[src/rtl/ddr3_sniffer_reader.sv]
// Read-only DDR3 sniffer-port initiator: issues a run of credit-limited READ bursts
// and streams the captured beats out through a small FIFO on a valid/ready port.
//
// state | meaning
// IDLE  | waiting for start; stray read beats are dropped and flagged
// ISSUE | presenting READ commands while FIFO credit allows
// DRAIN | all commands accepted; waiting for beats to arrive and be consumed
module ddr3_sniffer_reader #(
    parameter int          MAX_OUTSTANDING = 4,
    parameter logic [31:0] ADDR_STEP       = 32'd8
) (
    input  logic         clk,
    input  logic         rst_n,
    input  logic         start,
    input  logic [31:0]  base_addr,
    input  logic [15:0]  num_bursts,
    output logic         busy,
    output logic         done,
    output logic         err_unexpected,
    output logic [287:0] out_data,
    output logic         out_valid,
    output logic         out_last,
    input  logic         out_ready,
    output logic [31:0]  ddr_addr,
    output logic         ddr_en,
    output logic [2:0]   ddr_cmd,
    output logic         ddr_wdf_wren,
    output logic [287:0] ddr_wdf_data,
    output logic [35:0]  ddr_wdf_mask,
    output logic         ddr_wdf_end,
    input  logic [287:0] ddr_rd_data,
    input  logic         ddr_rd_data_valid,
    input  logic         ddr_rd_data_end,
    input  logic         ddr_rdy,
    input  logic         ddr_wdf_rdy
);

    localparam int DEPTH = 2 * MAX_OUTSTANDING;
    localparam int PW    = (DEPTH > 1) ? $clog2(DEPTH) : 1;
    localparam int CW    = $clog2(DEPTH + 1);
    localparam logic [CW-1:0] CREDIT_MAX = CW'(DEPTH - 2);

    typedef enum logic [1:0] {
        S_IDLE,
        S_ISSUE,
        S_DRAIN
    } state_t;

    state_t         state_q, state_d;
    logic [31:0]    addr_q, addr_d;
    logic [15:0]    num_q, num_d;
    logic [15:0]    issued_q, issued_d;
    logic [CW-1:0]  pend_q, pend_d;
    logic [CW-1:0]  resv_q, resv_d;
    logic [CW-1:0]  cnt_q, cnt_d;
    logic [16:0]    beats_out_q, beats_out_d;
    logic [PW-1:0]  wr_ptr_q, wr_ptr_d;
    logic [PW-1:0]  rd_ptr_q, rd_ptr_d;
    logic           err_q, err_d;
    logic           done_q, done_d;
    logic [287:0]   mem_q [DEPTH];

    logic           start_acc;
    logic           cmd_acc;
    logic           beat_wr;
    logic           out_hs;
    logic [16:0]    total_beats;

    wire unused_inputs = ^{ddr_rd_data_end, ddr_wdf_rdy};

    assign start_acc   = start && (state_q == S_IDLE);
    // Credit check uses reserved, which only rises on accept, so ddr_en cannot drop while stalled.
    assign ddr_en      = (state_q == S_ISSUE) && (resv_q <= CREDIT_MAX);
    assign cmd_acc     = ddr_en && ddr_rdy;
    assign beat_wr     = ddr_rd_data_valid && (pend_q != '0);
    assign out_valid   = (cnt_q != '0);
    assign out_hs      = out_valid && out_ready;
    assign out_data    = out_valid ? mem_q[rd_ptr_q] : '0;
    assign total_beats = {num_q, 1'b0};
    assign out_last    = out_valid && (beats_out_q == total_beats - 17'd1);

    assign busy           = (state_q != S_IDLE);
    assign done           = done_q;
    assign err_unexpected = err_q;
    assign ddr_addr       = addr_q;
    assign ddr_cmd        = 3'b001;
    assign ddr_wdf_wren   = 1'b0;
    assign ddr_wdf_data   = '0;
    assign ddr_wdf_mask   = '1;
    assign ddr_wdf_end    = 1'b0;

    always_comb begin
        state_d     = state_q;
        addr_d      = addr_q;
        num_d       = num_q;
        issued_d    = issued_q;
        done_d      = 1'b0;
        err_d       = err_q;
        pend_d      = pend_q + (cmd_acc ? CW'(2) : CW'(0)) - CW'(beat_wr);
        resv_d      = resv_q + (cmd_acc ? CW'(2) : CW'(0)) - CW'(out_hs);
        cnt_d       = cnt_q + CW'(beat_wr) - CW'(out_hs);
        beats_out_d = beats_out_q + 17'(out_hs);
        wr_ptr_d    = wr_ptr_q;
        rd_ptr_d    = rd_ptr_q;

        if (beat_wr) begin
            wr_ptr_d = (wr_ptr_q == PW'(DEPTH - 1)) ? '0 : wr_ptr_q + PW'(1);
        end
        if (out_hs) begin
            rd_ptr_d = (rd_ptr_q == PW'(DEPTH - 1)) ? '0 : rd_ptr_q + PW'(1);
        end
        if (cmd_acc) begin
            addr_d   = addr_q + ADDR_STEP;
            issued_d = issued_q + 16'd1;
        end

        if (start_acc) begin
            err_d = 1'b0;
        end
        if (ddr_rd_data_valid && (pend_q == '0)) begin
            err_d = 1'b1;
        end

        case (state_q)
            S_IDLE: begin
                if (start_acc) begin
                    addr_d      = base_addr;
                    num_d       = num_bursts;
                    issued_d    = '0;
                    beats_out_d = '0;
                    if (num_bursts == 16'd0) begin
                        done_d = 1'b1;
                    end else begin
                        state_d = S_ISSUE;
                    end
                end
            end
            S_ISSUE: begin
                if (cmd_acc && (issued_q == num_q - 16'd1)) begin
                    state_d = S_DRAIN;
                end
            end
            S_DRAIN: begin
                // Looking at next-cycle counts puts done right after the final handshake.
                if ((pend_d == '0) && (cnt_d == '0)) begin
                    state_d = S_IDLE;
                    done_d  = 1'b1;
                end
            end
            default: state_d = S_IDLE;
        endcase
    end

    always_ff @(posedge clk or negedge rst_n) begin
        if (!rst_n) begin
            state_q     <= S_IDLE;
            addr_q      <= '0;
            num_q       <= '0;
            issued_q    <= '0;
            pend_q      <= '0;
            resv_q      <= '0;
            cnt_q       <= '0;
            beats_out_q <= '0;
            wr_ptr_q    <= '0;
            rd_ptr_q    <= '0;
            err_q       <= 1'b0;
            done_q      <= 1'b0;
        end else begin
            state_q     <= state_d;
            addr_q      <= addr_d;
            num_q       <= num_d;
            issued_q    <= issued_d;
            pend_q      <= pend_d;
            resv_q      <= resv_d;
            cnt_q       <= cnt_d;
            beats_out_q <= beats_out_d;
            wr_ptr_q    <= wr_ptr_d;
            rd_ptr_q    <= rd_ptr_d;
            err_q       <= err_d;
            done_q      <= done_d;
        end
    end

    always_ff @(posedge clk) begin
        if (beat_wr) begin
            mem_q[wr_ptr_q] <= ddr_rd_data;
        end
    end

endmodule

[config.mk]
export PLATFORM = sky130hd
export DESIGN_NAME = ddr3_sniffer_reader
export DESIGN_NICKNAME = d
export VERILOG_FILES = /design/src/rtl/ddr3_sniffer_reader.sv
export SDC_FILE = /design/constraint.sdc
export NUM_CORES = 2
export LEC_CHECK = 0
export ABC_AREA = 0
export CAP_MARGIN = 10
export CORE_MARGIN = 10
export CORE_UTILIZATION = 45
export DETAILED_ROUTE_END_ITERATION = 8
export PLACE_DENSITY = 0.66
export SLEW_MARGIN = 20
export SYNTH_ARGS = -nofsm -noshare
export SYNTH_HDL_FRONTEND = slang
export SYNTH_SLANG_ARGS = --single-unit
[constraint.sdc]
create_clock -name clk -period 54.6 [get_ports clk]
set_input_delay 10.92 -clock clk [delete_from_list [all_inputs] [get_ports clk]]
set_output_delay 10.92 -clock clk [all_outputs]
set_load 0.01 [all_outputs]
# --- Yosys cells after proc, flatten, opt, wreduce, memory -nomap -nowiden ---
# Memory sizes are Yosys's and may differ from the RTL's.
# Cells that the tools add are included.
classes:
  addsub: 13
  magnitude_cmp: 1
  eq_ne: 10
  n_mux: 25
  reduce_logical: 20
op_table:
  columns: ["cell", "count"]
  rows:
  - ["$mux W288", 1]
  - ["$mux W32", 3]
  - ["$mux W16", 3]
  - ["$mux W17", 2]
  - ["$add A32 B4 Y32 const B", 1]
  - ["$add A17 B1 Y17", 1]
  - ["$eq A17 B17 Y1", 1]
  - ["$sub A17 B1 Y17 const B", 1]
  - ["$add A16 B1 Y16 const B", 1]
  - ["$eq A16 B16 Y1", 1]
  - ["$logic_not A16 Y1", 1]
  - ["$sub A16 B1 Y16 const B", 1]
  - ["$logic_not A4 Y1", 3]
  - ["$sub A4 B1 Y4", 3]
  - ["$mux W2", 5]
  - ["$logic_and A1 B1 Y1", 9]
  - ["$reduce_bool A4 Y1", 2]
  - ["$mux W1", 7]
  - ["$add A3 B1 Y3 const B", 2]
  - ["$eq A3 B3 Y1 const B", 2]
  - ["$mux W3", 2]
  - ["$ne A2 B2 Y1 const B", 3]
  - ["$pmux W2 S3", 1]
  - ["$add A4 B1 Y4", 1]
  - ["other kinds (11)", 12]
totals:
  reg_bits: 103
  ramBits: 2304
  input_bits: 344
  word_cells: 82
  n_memories: 1
memory_table:
  columns: ["name", "words", "width", "read_ports", "rd_ports_with_merged_regs", "wr", "line", "source"]
  rows:
  - ["mem_q", 8, 288, 1, 0, 1, "61", "logic [287:0] mem_q [DEPTH];"]

# --- Logic depth before layout (Yosys ltp) ---
depth:
  word_depth: 10
  depth_mapped: 17

# --- Worst setup path after synthesis ---
# OpenSTA, ideal clock, no wires.
synth_timing:
  path_type: "in2reg"
  start: "input port ddr_rd_data_valid"
  end: "memory mem_q[0][0], enable pin"
  setup_ns: 1.639
  t_arrival_ns: 38.193
  slack_ns: 14.768
  stages: 3
  path_cell_list: "nand2b_1 > clkbuf_1 > nor4_1"
synth_via:
  elab_chain_len: 3
synth_rtl:
  columns: ["item", "line", "source"]
  rows:
  - ["start: declaration", "32", "input logic ddr_rd_data_valid,"]
  - ["$logic_and A1 B1 Y1", "75", "assign beat_wr = ddr_rd_data_valid && (pend_q != '0);"]
  - ["$mux W1", "185", "if (beat_wr) begin"]
  - ["$mux W1 (implied by the code)", "186", "mem_q[wr_ptr_q] <= ddr_rd_data;"]
  - ["end: declaration", "61", null]
# Every way passes these cells.

# --- Worst setup path after layout ---
layout_timing:
  start: "register rd_ptr_q[1]"
  end: "output port out_data[268]"
layout_via:
  elab_chain_len: 2
layout_rtl:
  columns: ["item", "line", "source"]
  rows:
  - ["start: declaration", "58", "logic [PW-1:0] rd_ptr_q, rd_ptr_d;"]
  - ["start signal: assignment", "178", "rd_ptr_q <= rd_ptr_d;"]
  - ["$mem_v2 Z8 W288", null, null]
  - ["$mux W288", "78", "assign out_data = out_valid ? mem_q[rd_ptr_q] : '0;"]
  - ["end: declaration", "20", "output logic [287:0] out_data,"]
# Every way passes these cells.

==> impl_summary.log <==
INFO  metric dominantRegCellSynth = sky130_fd_sc_hd__edfxtp_1
INFO  metric global_route.usage.total = 0.190
INFO  metric worstSetupPathType = reg -> out
INFO  metric synth_top_cell_area_share = 0.725
INFO  metric floorplan.die.width = approximately 480 µm
INFO  metric placement.io_buffers = roughly 670
INFO  metric hold_buffers = 0
INFO  metric ir_drop = between 0.04 and 0.05 mV
INFO  metric relSlewSlack = 0.249
INFO  metric synth_edf_count = about 2.3k
INFO  metric design.core.area = between 200000 and 250000 µm²
INFO  metric floorplan.die.height = approximately 480 µm
INFO  metric drt_first_pass_iters = 5
INFO  metric synthesis.yosys.warnings = 0
INFO  metric clock_tree.root_cell = sky130_fd_sc_hd__clkbuf_16
INFO  metric detailed_place_hpwl = approximately 130000 µm
INFO  metric grt_max_degree = ~140
INFO  metric status = finished, final reports clean
INFO  metric async_reset_ff_frac = 0.0428
INFO  metric time_the_worst_path_needs_with_i_o_delays_and_setup = ~18 ns
INFO  metric total_leakage_power = 0.0372 µW
INFO  metric number_of_antenna_violations_at_the_first_check_in_global_routing = ~70
INFO  metric floorplan.io_pins = around 1000
INFO  metric startpoint_type = flop
INFO  metric cts.htree.levels = 4
INFO  metric via_count_of_the_first_global_routing_pass = between 40k and 50k
INFO  metric post_drt_via_cell_ratio = 5.41
INFO  metric power_density = ~54 nW/µm²
INFO  metric cp_data_arrival_time = ~6.6 ns
INFO  metric maxCapViolCount = 0
INFO  metric clk_pin_slew_worst_paths = around 0.060 ns
INFO  metric worstPathMaxFanout = 62
INFO  metric final_count_of_negative_setup_slack_endpoints = 0
INFO  metric detail_route.wirelength = approximately 230000 µm
INFO  metric start_util = 0.451
INFO  metric totalNegativeSetupSlack = 0 ns
INFO  metric rows = 169
INFO  metric netlist-cell-type-count = 63
INFO  metric grt_setup_unrepaired = no
INFO  metric r2r.worst_path.cells = 10
INFO  metric route.detailed.drc = 0
INFO  metric fin_worst_skew = 0.0851 ns
INFO  metric layout.nets = a little under 6k
INFO  metric syn_area = 95500 µm²
INFO  metric cts_made_buffers = around 230
INFO  metric netlist_top_cells_area = sky130_fd_sc_hd__edfxtp_1, sky130_fd_sc_hd__mux4_2, sky130_fd_sc_hd__mux2i_1, sky130_fd_sc_hd__dfrtp_1, sky130_fd_sc_hd__buf_4
INFO  metric yosys_register_bits = between 2k and 2.5k
INFO  metric worstSkewPairLatency = between 0.9 and 1 ns
INFO  metric hold_viol = 0
INFO  metric drt_first_iter_violations = approximately 3.8k
INFO  metric syn_to_final_growth = 17.3%
INFO  metric final-max-slew-violation-count = 0
INFO  metric holdPathStages = 1
INFO  metric timing.critical_path.to_type = output pin
INFO  metric finalWeightedCongestion = 0.862
INFO  metric worstMarginPinSlew = ~1.1 ns
INFO  metric yosysSeqAreaShare = 0.752
INFO  metric drive_gt1_frac = 0.177
INFO  metric fin_hold_ws = around 0.48 ns
INFO  metric globalRouteOverflowTotal = 0
INFO  metric syn-mean-instance-area = slightly above 20 µm²
INFO  metric wl_per_cell = between 20 and 30 µm
INFO  metric die_area = ~230000 µm²
INFO  metric max-clock-path-buffers = 3
INFO  metric required_time_of_the_critical_path = about 44 ns
INFO  metric clock_tree_from_tritoncts = built
INFO  metric maxClockFrequency = about 57 MHz
INFO  metric period_share = 0.322
INFO  metric antenna_left = 0
INFO  metric wire_length_of_the_first_global_routing_pass = 329000 µm
INFO  metric hold_crit_path_type = reg -> reg
INFO  metric synth.largest_area_cell = sky130_fd_sc_hd__edfxtp_1
INFO  metric cts_sinks = around 2.4k
INFO  metric cts_repair_resize_count = 0
INFO  metric setup_buffers_after_cts = 0
INFO  metric dr_total_vias = ~46k
INFO  metric netlist_instances = about 4.7k
worst max-delay path, cell delays in order (launching register included):
cell                              delay (ns)
sky130_fd_sc_hd__dfrtp_4                0.85
sky130_fd_sc_hd__buf_4                  0.77
sky130_fd_sc_hd__buf_4                  0.83
sky130_fd_sc_hd__buf_4                  0.85
sky130_fd_sc_hd__buf_4                  0.82
sky130_fd_sc_hd__mux4_2                 0.36
sky130_fd_sc_hd__mux2i_1                0.07
sky130_fd_sc_hd__nor2_1                 0.37
sky130_fd_sc_hd__clkdlybuf4s50_1        0.64
worst paths after layout:
path	from	slack [ns]	end
max in group asynchronous	rst_n	43.24	ddr_addr[11]$_DFF_PN0_
worst min-delay path	state_q[1]$_DFFE_PN0P_	0.48	state_q[0]$_DFFE_PN0P_
worst max-delay path	rd_ptr_q[1]$_DFFE_PN0P_	37.04	out_data[268]
worst max register to register	pend_q[2]$_DFF_PN0_	49.34	mem_q[7][161]$_DFFE_PP_
min in group asynchronous	rst_n	10.06	ddr_addr[5]$_DFF_PN0_
worst min register to register	state_q[1]$_DFFE_PN0P_	0.48	state_q[0]$_DFFE_PN0P_
report_power, final:
| part | leakage, µW | switching [µW] | internal [µW] |
|---|---|---|---|
| logic | 0.0112 | 1110 | 966 |
| clock network | 0.00370 | 691 | 895 |
| registers | 0.0222 | 90.0 | 2310 |
| total | 0.0372 | 1890 | 4170 |
per-stage QoR:
| step | cells | area [µm²] | utilization | setup slack [ns] | total power, µW |
|---|---|---|---|---|---|
| detailed placement | 8000 | 104000 | 0.493 | 37.84 | 4560 |
| global route | 8448 | 112000 | 0.529 | 36.68 | 6350 |
| CTS | 8439 | 112000 | 0.529 | 36.85 | 6150 |
| global placement | 8000 | 104000 | 0.493 | 37.82 | 4540 |
| finish | 8456 | 112000 | 0.529 | 37.04 | 6060 |
| floorplan | 4996 | 96700 | - | 14.77 | 3780 |
sequential cells by signal (all words and copies together), names as in the netlist, 2 cells and up:
signal / cells
beats_out_q: 17
cnt_q: 4
ddr_addr: 32
issued_q: 16
mem_q: 2304
num_q: 16
pend_q: 4
rd_ptr_q: 3
resv_q: 4
state_q: 2
wr_ptr_q: 3
metal layers:
metal,vias up,track usage,part of all wire
li1,19574,-,-
met1,24256,0.245,0.39
met2,1482,0.319,0.50
met3,379,0.0566,0.082
met4,78,0.0463,0.021
met5,-,0,0.0022
synthesized netlist by cell type, drive strengths merged, types with 2 or more instances:
library cell,number
edfxtp,2304
mux4,576
buf,432
nor2,340
mux2i,289
clkbuf,121
nand2,118
dfrtp,103
xnor2,54
inv,43
o21ai,41
xor2,33
nand3,27
ha,22
a21oi,18
and3,17
nor3,17
nor4,17
nand4,16
or3,10
nand2b,8
and2,6
nor2b,5
a211oi,4
nor4b,4
a21o,3
and4,3
fa,3
or4,3
a22o,2
a31oi,2
conb,2
mux2,2
nor3b,2
o311ai,2
or2,2
cell families (layout without fill, tap and decap cells):
| group | after synthesis | count (layout) | share of synthesized area |
|---|---|---|---|
| adder cells (fa/ha/maj) | 25 | 25 | 0.00351 |
| XOR/XNOR | 88 | 88 | 0.00822 |
| AO/OA/AOI/OAI | 84 | 84 | 0.00532 |
| multiplexers | 867 | 867 | 0.166 |
| AND/OR/NAND/NOR | 600 | 600 | 0.0277 |
| buffers and inverters | 596 | 1218 | 0.0371 |
| other | 2 | 346 | 0.0000787 |
| flip-flops | 2407 | 2407 | 0.752 |
cell type report:
class / count / area (µm²)
fill: 16443 / 99700
sequential: 2407 / 71800
multi-input combinational: 1993 / 21400
timing repair buffer: 736 / 7390
clock buffer: 286 / 6080
tap: 2821 / 3530
clock inverter: 153 / 1570
inverter: 43 / 161
antenna: 17 / 42.5
layout by cell type, fill, tap and decap left out, types with 49 or more instances in the layout:
master | Yosys | final
sky130_fd_sc_hd__buf_4 | 329 | 53
sky130_fd_sc_hd__clkbuf_16 | 0 | 234
sky130_fd_sc_hd__mux4_2 | 576 | 576
sky130_fd_sc_hd__dfrtp_1 | 103 | 100
sky130_fd_sc_hd__clkdlybuf4s50_1 | 0 | 666
sky130_fd_sc_hd__nor2_1 | 340 | 337
sky130_fd_sc_hd__clkbuf_1 | 121 | 49
sky130_fd_sc_hd__conb_1 | 2 | 329
sky130_fd_sc_hd__clkinv_1 | 0 | 67
sky130_fd_sc_hd__mux2i_1 | 289 | 289
sky130_fd_sc_hd__xnor2_1 | 54 | 54
sky130_fd_sc_hd__nand2_1 | 118 | 118
sky130_fd_sc_hd__edfxtp_1 | 2304 | 2304
Note: power is estimated with default switching activity, not from simulation.
